[src/rtl/lsu_pkg.sv]
`default_nettype none
// ============================================================================
//  Module   : lsu_pkg
//  Purpose  : Shared types and helpers for the load/store front-end and the
//             LSU: RV32I funct3 width codes, sequencer state encoding,
//             address-map constants and store-lane helper functions.
//  Ports    : none (package)
//  Revision : 1.0 - initial release
// ============================================================================
package lsu_pkg;

    // RV32I load/store width and sign selection
    typedef enum logic [2:0] {
        F3_B  = 3'b000,
        F3_H  = 3'b001,
        F3_W  = 3'b010,
        F3_BU = 3'b100,
        F3_HU = 3'b101
    } funct3_e;

    // Sequencer states
    typedef enum logic [2:0] {
        S_IDLE    = 3'd0,
        S_STORE   = 3'd1,
        S_LD_ADDR = 3'd2,
        S_LD_WAIT = 3'd3,
        S_RESP    = 3'd4,
        S_ERR     = 3'd5
    } state_e;

    // Address map shared with the LSU
    localparam logic [31:0] c_DATA_BASE = 32'h0000_2000;
    localparam logic [31:0] c_MMIO_BASE = 32'h1000_0000;

    // Reserved width codes are reported the same way as a misaligned access.
    function automatic logic f_misaligned(input logic [2:0] f3, input logic [1:0] lo);
        logic mis;
        case (f3)
            F3_B, F3_BU: mis = 1'b0;
            F3_H, F3_HU: mis = lo[0];
            F3_W:        mis = (lo != 2'b00);
            default:     mis = 1'b1;
        endcase
        return mis;
    endfunction

    // Byte-lane strobes for a store; only called for aligned accesses.
    function automatic logic [3:0] f_strb(input logic [2:0] f3, input logic [1:0] lo);
        logic [3:0] strb;
        case (f3[1:0])
            2'b00:   strb = 4'b0001 << lo;
            2'b01:   strb = 4'b0011 << {lo[1], 1'b0};
            default: strb = 4'b1111;
        endcase
        return strb;
    endfunction

    // Replicating the low byte/halfword puts it on every lane, so the strobe
    // alone selects the destination and no barrel shifter is needed.
    function automatic logic [31:0] f_st_data(input logic [2:0] f3, input logic [31:0] wd);
        logic [31:0] d;
        case (f3[1:0])
            2'b00:   d = {4{wd[7:0]}};
            2'b01:   d = {2{wd[15:0]}};
            default: d = wd;
        endcase
        return d;
    endfunction

endpackage
`default_nettype wire

[src/rtl/lsu_if_if.sv]
`default_nettype none
// ============================================================================
//  Module   : lsu_if_if
//  Purpose  : Bundle of the pipeline request/response signals and the LSU
//             bus signals around the lsu_if sequencer.
//  Modports : slave  - the sequencer (consumes i_*, drives o_*)
//             master - the environment (pipeline + LSU)
//  Revision : 1.0 - initial release
// ============================================================================
interface lsu_if_if;
    // pipeline side
    logic        i_req;
    logic        o_ready;
    logic        i_wren;
    logic [2:0]  i_funct3;
    logic [31:0] i_addr;
    logic [31:0] i_wdata;
    logic        o_done;
    logic [31:0] o_rdata;
    logic        o_err;
    // LSU side
    logic [31:0] o_lsu_addr;
    logic [31:0] o_st_data;
    logic [3:0]  o_st_strb;
    logic        o_lsu_wren;
    logic [31:0] i_ld_data;
    logic        i_data_vld;

    modport slave (
        input  i_req, i_wren, i_funct3, i_addr, i_wdata, i_ld_data, i_data_vld,
        output o_ready, o_done, o_rdata, o_err,
               o_lsu_addr, o_st_data, o_st_strb, o_lsu_wren
    );

    modport master (
        output i_req, i_wren, i_funct3, i_addr, i_wdata, i_ld_data, i_data_vld,
        input  o_ready, o_done, o_rdata, o_err,
               o_lsu_addr, o_st_data, o_st_strb, o_lsu_wren
    );
endinterface
`default_nettype wire

[src/rtl/lsu_ld_align.sv]
`default_nettype none
// ============================================================================
//  Module   : lsu_ld_align
//  Purpose  : Combinational load-data aligner: picks the addressed byte or
//             halfword out of a 32-bit LSU word and sign/zero extends it.
//  Ports    : data    in  32  raw word from the LSU
//             addr_lo in  2   byte offset within the word
//             funct3  in  3   RV32I width/sign code
//             result  out 32  right-aligned, extended load value
//  Revision : 1.0 - initial release
// ============================================================================
module lsu_ld_align (
    input  logic [31:0] data,
    input  logic [1:0]  addr_lo,
    input  logic [2:0]  funct3,
    output logic [31:0] result
);
    import lsu_pkg::*;

    logic [7:0]  w_byte;
    logic [15:0] w_half;

    always_comb begin
        w_byte = data[{addr_lo, 3'b000} +: 8];
        w_half = addr_lo[1] ? data[31:16] : data[15:0];
        result = data;
        case (funct3)
            F3_B:    result = {{24{w_byte[7]}}, w_byte};
            F3_BU:   result = {24'd0, w_byte};
            F3_H:    result = {{16{w_half[15]}}, w_half};
            F3_HU:   result = {16'd0, w_half};
            default: result = data;
        endcase
    end
endmodule
`default_nettype wire

[src/rtl/lsu_if.sv]
`default_nettype none
// ============================================================================
//  Module   : lsu_if
//  Purpose  : Sequencer between the RV32I execute/memory stage and the LSU.
//             Turns one load/store request into LSU bus cycles, aligns load
//             data, flags misaligned/reserved accesses without touching the
//             bus. Optional load timeout under `LSU_IF_TIMEOUT_EN`.
//  Params   : TIMEOUT_CYC - WAIT cycles before an unanswered load aborts
//             CNT_W       - timeout counter width
//  Ports    : i_clk  in  clock
//             i_rst  in  asynchronous active-low reset
//             bus        lsu_if_if.slave (request, response and LSU signals)
//  Revision : 1.0 - initial release
// ============================================================================
module lsu_if #(
    parameter int TIMEOUT_CYC = 16,
    parameter int CNT_W       = 5
) (
    input  logic     i_clk,
    input  logic     i_rst,
    lsu_if_if.slave  bus
);
    import lsu_pkg::*;

    state_e      r_state;
    state_e      w_state_nxt;
    logic [2:0]  r_f3;
    logic [1:0]  r_addr_lo;
    logic [31:0] r_lsu_addr;
    logic [31:0] r_st_data;
    logic [31:0] r_rdata;
    logic [3:0]  r_strb;
    logic        r_err;

    logic        w_accept;
    logic        w_mis;
    logic        w_capture;
    logic        w_timeout;
    logic        w_ready;
    logic        w_done;
    logic        w_wr_en;
    logic [31:0] w_ld_ext;

    assign w_accept  = (r_state == S_IDLE) && bus.i_req;
    assign w_mis     = f_misaligned(bus.i_funct3, bus.i_addr[1:0]);
    // LD_ADDR is skipped on purpose: a valid seen there belongs to the
    // previously presented address.
    assign w_capture = (r_state == S_LD_WAIT) && bus.i_data_vld;

    // A counter too narrow to reach TIMEOUT_CYC-1 would never fire.
    generate
        if (TIMEOUT_CYC < 1 || TIMEOUT_CYC > (1 << CNT_W)) begin : g_bad_timeout_cfg
        end
    endgenerate

`ifdef LSU_IF_TIMEOUT_EN
    logic [CNT_W-1:0] r_cnt;

    // Data arriving on the last allowed cycle takes priority over the abort.
    assign w_timeout = (r_state == S_LD_WAIT) && !bus.i_data_vld &&
                       (r_cnt == CNT_W'(TIMEOUT_CYC - 1));

    always_ff @(posedge i_clk or negedge i_rst) begin
        if (!i_rst)
            r_cnt <= '0;
        else if (r_state != S_LD_WAIT)
            r_cnt <= '0;
        else
            r_cnt <= r_cnt + 1'b1;
    end
`else
    assign w_timeout = 1'b0;
`endif

    // State register
    always_ff @(posedge i_clk or negedge i_rst) begin
        if (!i_rst)
            r_state <= S_IDLE;
        else
            r_state <= w_state_nxt;
    end

    // Next state and state-decoded outputs
    always_comb begin
        w_state_nxt = r_state;
        w_ready     = 1'b0;
        w_done      = 1'b0;
        w_wr_en     = 1'b0;
        case (r_state)
            S_IDLE: begin
                w_ready = 1'b1;
                if (bus.i_req)
                    w_state_nxt = w_mis ? S_ERR : (bus.i_wren ? S_STORE : S_LD_ADDR);
            end
            S_STORE: begin
                w_wr_en     = 1'b1;
                w_state_nxt = S_RESP;
            end
            S_LD_ADDR: w_state_nxt = S_LD_WAIT;
            S_LD_WAIT: begin
                if (w_capture || w_timeout)
                    w_state_nxt = S_RESP;
            end
            S_RESP, S_ERR: begin
                w_done      = 1'b1;
                w_state_nxt = S_IDLE;
            end
            default: w_state_nxt = S_IDLE;
        endcase
    end

    // Request latch and response datapath
    always_ff @(posedge i_clk or negedge i_rst) begin
        if (!i_rst) begin
            r_f3       <= 3'd0;
            r_addr_lo  <= 2'd0;
            r_lsu_addr <= 32'd0;
            r_st_data  <= 32'd0;
            r_strb     <= 4'd0;
            r_rdata    <= 32'd0;
            r_err      <= 1'b0;
        end else begin
            if (w_accept) begin
                r_f3      <= bus.i_funct3;
                r_addr_lo <= bus.i_addr[1:0];
                r_err     <= w_mis;
                // A rejected access leaves the LSU-facing registers untouched.
                if (!w_mis) begin
                    r_lsu_addr <= {bus.i_addr[31:2], 2'b00};
                    r_strb     <= f_strb(bus.i_funct3, bus.i_addr[1:0]);
                    if (bus.i_wren)
                        r_st_data <= f_st_data(bus.i_funct3, bus.i_wdata);
                end
            end
            if (w_capture) begin
                r_rdata <= w_ld_ext;
                r_err   <= 1'b0;
            end else if (w_timeout) begin
                r_rdata <= 32'd0;
                r_err   <= 1'b1;
            end
        end
    end

    lsu_ld_align u_ld_align (
        .data    (bus.i_ld_data),
        .addr_lo (r_addr_lo),
        .funct3  (r_f3),
        .result  (w_ld_ext)
    );

    assign bus.o_ready    = w_ready;
    assign bus.o_done     = w_done;
    assign bus.o_err      = w_done & r_err;
    assign bus.o_rdata    = r_rdata;
    assign bus.o_lsu_addr = r_lsu_addr;
    assign bus.o_st_data  = r_st_data;
    assign bus.o_st_strb  = w_wr_en ? r_strb : 4'd0;
    assign bus.o_lsu_wren = w_wr_en;

endmodule
`default_nettype wire

[src/flat_wrapper.sv]
// flat-port wrapper written by rule: the top's interface ports become plain ports
module lsu_if_flat import lsu_pkg::*;
#(
    parameter int TIMEOUT_CYC = 16,
    parameter int CNT_W       = 5
)
  (i_clk, i_rst, bus_i_req, bus_i_wren, bus_i_funct3, bus_i_addr, bus_i_wdata, bus_i_ld_data, bus_i_data_vld, bus_o_ready, bus_o_done, bus_o_rdata, bus_o_err, bus_o_lsu_addr, bus_o_st_data, bus_o_st_strb, bus_o_lsu_wren);
  lsu_if_if bus_i ();
  input  logic i_clk;
  input  logic i_rst;
  input wire logic [$bits(bus_i.i_req)-1:0] bus_i_req;
  input wire logic [$bits(bus_i.i_wren)-1:0] bus_i_wren;
  input wire logic [$bits(bus_i.i_funct3)-1:0] bus_i_funct3;
  input wire logic [$bits(bus_i.i_addr)-1:0] bus_i_addr;
  input wire logic [$bits(bus_i.i_wdata)-1:0] bus_i_wdata;
  input wire logic [$bits(bus_i.i_ld_data)-1:0] bus_i_ld_data;
  input wire logic [$bits(bus_i.i_data_vld)-1:0] bus_i_data_vld;
  output wire logic [$bits(bus_i.o_ready)-1:0] bus_o_ready;
  output wire logic [$bits(bus_i.o_done)-1:0] bus_o_done;
  output wire logic [$bits(bus_i.o_rdata)-1:0] bus_o_rdata;
  output wire logic [$bits(bus_i.o_err)-1:0] bus_o_err;
  output wire logic [$bits(bus_i.o_lsu_addr)-1:0] bus_o_lsu_addr;
  output wire logic [$bits(bus_i.o_st_data)-1:0] bus_o_st_data;
  output wire logic [$bits(bus_i.o_st_strb)-1:0] bus_o_st_strb;
  output wire logic [$bits(bus_i.o_lsu_wren)-1:0] bus_o_lsu_wren;
  assign bus_i.i_req = bus_i_req;
  assign bus_i.i_wren = bus_i_wren;
  assign bus_i.i_funct3 = bus_i_funct3;
  assign bus_i.i_addr = bus_i_addr;
  assign bus_i.i_wdata = bus_i_wdata;
  assign bus_i.i_ld_data = bus_i_ld_data;
  assign bus_i.i_data_vld = bus_i_data_vld;
  assign bus_o_ready = bus_i.o_ready;
  assign bus_o_done = bus_i.o_done;
  assign bus_o_rdata = bus_i.o_rdata;
  assign bus_o_err = bus_i.o_err;
  assign bus_o_lsu_addr = bus_i.o_lsu_addr;
  assign bus_o_st_data = bus_i.o_st_data;
  assign bus_o_st_strb = bus_i.o_st_strb;
  assign bus_o_lsu_wren = bus_i.o_lsu_wren;
  lsu_if #(.TIMEOUT_CYC(TIMEOUT_CYC), .CNT_W(CNT_W)) u_core (.i_clk(i_clk), .i_rst(i_rst), .bus(bus_i));
endmodule
[config.mk]
export PLATFORM = sky130hd
export DESIGN_NAME = lsu_if_flat
export DESIGN_NICKNAME = d
export VERILOG_FILES = /design/src/rtl/lsu_pkg.sv /design/src/rtl/lsu_if_if.sv /design/src/rtl/lsu_ld_align.sv /design/src/rtl/lsu_if.sv /design/src/flat_wrapper.sv
export SDC_FILE = /design/constraint.sdc
export NUM_CORES = 1
export LEC_CHECK = 0
export BUFFER_PORTS_ARGS = -buffer_cell sky130_fd_sc_hd__clkbuf_2
export CAP_MARGIN = 40
export CORE_ASPECT_RATIO = 2
export CORE_MARGIN = 4
export CORE_UTILIZATION = 52
export DETAILED_ROUTE_END_ITERATION = 7
export PLACE_DENSITY = 0.92
export SLEW_MARGIN = 20
export SYNTH_ARGS = -nofsm -noshare
export SYNTH_HDL_FRONTEND = slang
export SYNTH_SLANG_ARGS = --single-unit
[constraint.sdc]
create_clock -name i_clk -period 5.8 [get_ports i_clk]
set_clock_uncertainty 0.2 [all_clocks]
set_input_delay 0.87 -clock i_clk [delete_from_list [all_inputs] [get_ports i_clk]]
set_output_delay 0.87 -clock i_clk [all_outputs]
set_load 0.03 [all_outputs]
==> flow_metrics.env <==
export IMPL_outcome="finished, final reports clean"
export IMPL_drt_first_iter_violations=151
export IMPL_gp_congestion=0.841
export IMPL_cp_required_ns=5.82
export IMPL_viasPerCell=5.43
export IMPL_fmaxAchievable_ghz=0.366
export IMPL_h_tree_depth=3
export IMPL_fin_setup_tns_ns=0
export IMPL_dr_pass1_iters=4
export IMPL_clk_pin_slew_ns=0.07
export IMPL_n_antenna_cell=0
export IMPL_synthArstFlopShare_pct=100
export IMPL_layout_nets=757
export IMPL_syn_inst=466
export IMPL_worstSetupPathType="in2reg"
export IMPL_tightest_slew_ns=0.699
export IMPL_rsz0062_at_grt="false"
export IMPL_yosysTopAreaCellShare_pct=52.4
export IMPL_setup_viol=0
export IMPL_max_cap_violations=0
export IMPL_path_max_fanout=31
export IMPL_ys_flop_type="dfrtp_1"
export IMPL_drc=0
export IMPL_postCtsSetupRepairBufs=0
export IMPL_finalHoldViolCount=0
export IMPL_fp_dieW_um=78.1
export IMPL_clock_path_buffers=2
export IMPL_fp_dieH_um=148
export IMPL_grt_pass1_wl_um=21700
export IMPL_core_area_um2=9700
export IMPL_grt_util_all_layers_pct=23.7
export IMPL_period_share_pct=47.0
export IMPL_cts_sinks=107
export IMPL_clk_latency_ns=0.34
export IMPL_vias=4287
export IMPL_critical_path_arrival_ns=2.75
export IMPL_rows=51
export IMPL_overflow=0
export IMPL_ys_warn_count=0
export IMPL_cts_resized=0
export IMPL_synth_edf_count=0
export IMPL_ios=208
export IMPL_cp_start_kind="input port"
export IMPL_leakagePower_nw=3.36
export IMPL_cts_tree="done"
export IMPL_final_util_pct=67.2
export IMPL_ys_top_cells_by_area="dfrtp_1, mux2_2, mux2i_1, nand2_1, o21ai_0"
export IMPL_ys_types=46
export IMPL_cts_hold_buffers=0
export IMPL_synth_area_per_cell_um2=11.0
export IMPL_cts_root_buf="clkbuf_16"
export IMPL_stdcell_area_um2=6520
export IMPL_crit_path_end_kind="flop"
export IMPL_initial_core_util_pct=52.7
export IMPL_routed_wl_um=13600
export IMPL_placed_area_um2=6190
export IMPL_grt_pass1_vias=4540
export IMPL_syn_area_um2=5110
export IMPL_min_path_type="reg2reg"
export IMPL_cts_made_buffers=9
export IMPL_port_buffers=205
export IMPL_antenna_found_initial=0
export IMPL_area_growth_pct=27.5
export IMPL_slew_viol_final=0
export IMPL_final_antenna_net_count=0
export IMPL_peakVddDrop_uv=308
export IMPL_drive_above_1_share_pct=43.8
export IMPL_relSlewSlack_pct=53.2
export IMPL_synth_area_leader_cell="dfrtp_1"
export IMPL_wl_per_cell_um=17.2
export IMPL_power_density_nw_per_um2=586
export IMPL_ys_ff_latch=107
export IMPL_finalCriticalPeriod_ns=2.73
export IMPL_fillers=768
export IMPL_grt_max_degree=57
export IMPL_dieArea_um2=11600
export IMPL_dp_hpwl_um=10700
export IMPL_ys_seq_area_share_pct=52.4
-- critical path: stages --
cell and delay, ns:
clkbuf_2 0.50, a21oi_1 0.25, o21ai_4 0.51, buf_16 0.25, mux2_2 0.35
-- kinds of logic after synthesis --
group | count (synthesis) | synth area share [%]
flip-flops | 107 | 52.4
other | 1 | 0.0734
buffers and inverters | 43 | 4.28
multiplexers | 86 | 19.3
AND/OR/NAND/NOR | 141 | 13.8
AO/OA/AOI/OAI | 88 | 10.1
-- sequential cells by signal, summed over array words and instances (netlist names) --
name	count
u_core.bus.o_rdata	32
u_core.bus.o_st_data	32
u_core.bus.o_lsu_addr	30
u_core.r_strb	4
u_core.r_f3	3
u_core.r_state	3
u_core.r_addr_lo	2
u_core.r_err	1
-- cell usage in the layout (no fill, tap or decap), drive strengths merged, types with 4 or more instances in the layout --
cell type,synthesis,routed
a2bb2oi,4,4
dfrtp,107,107
o21ai,39,39
clkbuf,19,214
nand3b,10,10
nor2,20,20
nor3,8,8
a211o,4,4
nand3,32,32
mux2,54,54
and3,4,4
a21oi,29,29
mux2i,31,31
inv,5,8
buf,19,9
nand2,51,51
-- layout make-up --
class	count	area, µm²	share of cell area [%]
Clock inverter	6	70.1	1.08
Multi-Input combinational cell	317	2230	34.3
Sequential cell	107	2680	41.1
Clock buffer	10	239	3.67
Timing Repair Buffer	213	1110	17.1
Inverter	5	18.8	0.288
Tap cell	132	165	2.53
-- stage by stage --
step / hold slack, ns / worst slack [ns] / power [mW] / cells
finish: 0.275 / 3.07 / 3.82 / 790
global route: 0.319 / 2.93 / 4.04 / 790
CTS: 0.280 / 3.07 / 3.84 / 788
detailed placement: 0.264 / 2.71 / 3.21 / 772
global placement: 0.263 / 2.50 / 3.13 / 771
floorplan: 0.242 / 3.34 / 2.63 / 467
-- path summary, 6_finish.rpt --
check / from / endpoint / slack, ns / cells past startpoint
setup reg to reg: u_core.r_state[0] / u_core.bus.o_lsu_addr[30] / 3.36 / 4
hold / removal: u_core.r_strb[2] / u_core.r_strb[2] / 0.27 / 2
max in group asynchronous: i_rst / u_core.bus.o_lsu_addr[15] / 3.91 / 2
hold reg to reg: u_core.r_strb[2] / u_core.r_strb[2] / 0.27 / 2
min in group asynchronous: i_rst / u_core.bus.o_rdata[21] / 0.36 / 1
setup / recovery: bus_i_funct3[1] / u_core.bus.o_lsu_addr[11] / 3.07 / 5
-- power by group --
part | internal (mW) | switching (mW)
registers | 1.11 | 0.270
logic | 0.622 | 1.20
clock network | 0.351 | 0.274
total | 2.08 | 1.74
-- Yosys cell counts, drive strengths merged (2+ instances only) --
| cell | count |
|---|---|
| inv | 5 |
| mux2 | 54 |
| o21ai | 39 |
| o22ai | 2 |
| nand3b | 10 |
| a211o | 4 |
| mux2i | 31 |
| o211ai | 2 |
| nor4b | 2 |
| dfrtp | 107 |
| nand2b | 3 |
| nor2 | 20 |
| a211oi | 3 |
| and3 | 4 |
| clkbuf | 19 |
| a21oi | 29 |
| nor3b | 2 |
| nand3 | 32 |
| and2 | 2 |
| buf | 19 |
| nor2b | 2 |
| a2bb2oi | 4 |
| nand2 | 51 |
| nor3 | 8 |
-- routing by layer --
layer / GRT usage, % / routed length, µm / up-vias
met1: 24.9 / 4660 / 2039
li1: - / - / 2013
met3: 4.48 / 866 / 30
met5: 0 / 0 / -
met2: 44.5 / 7640 / 205
met4: 11.2 / 397 / 0
No activity file was read; power rests on OpenSTA's default activity.
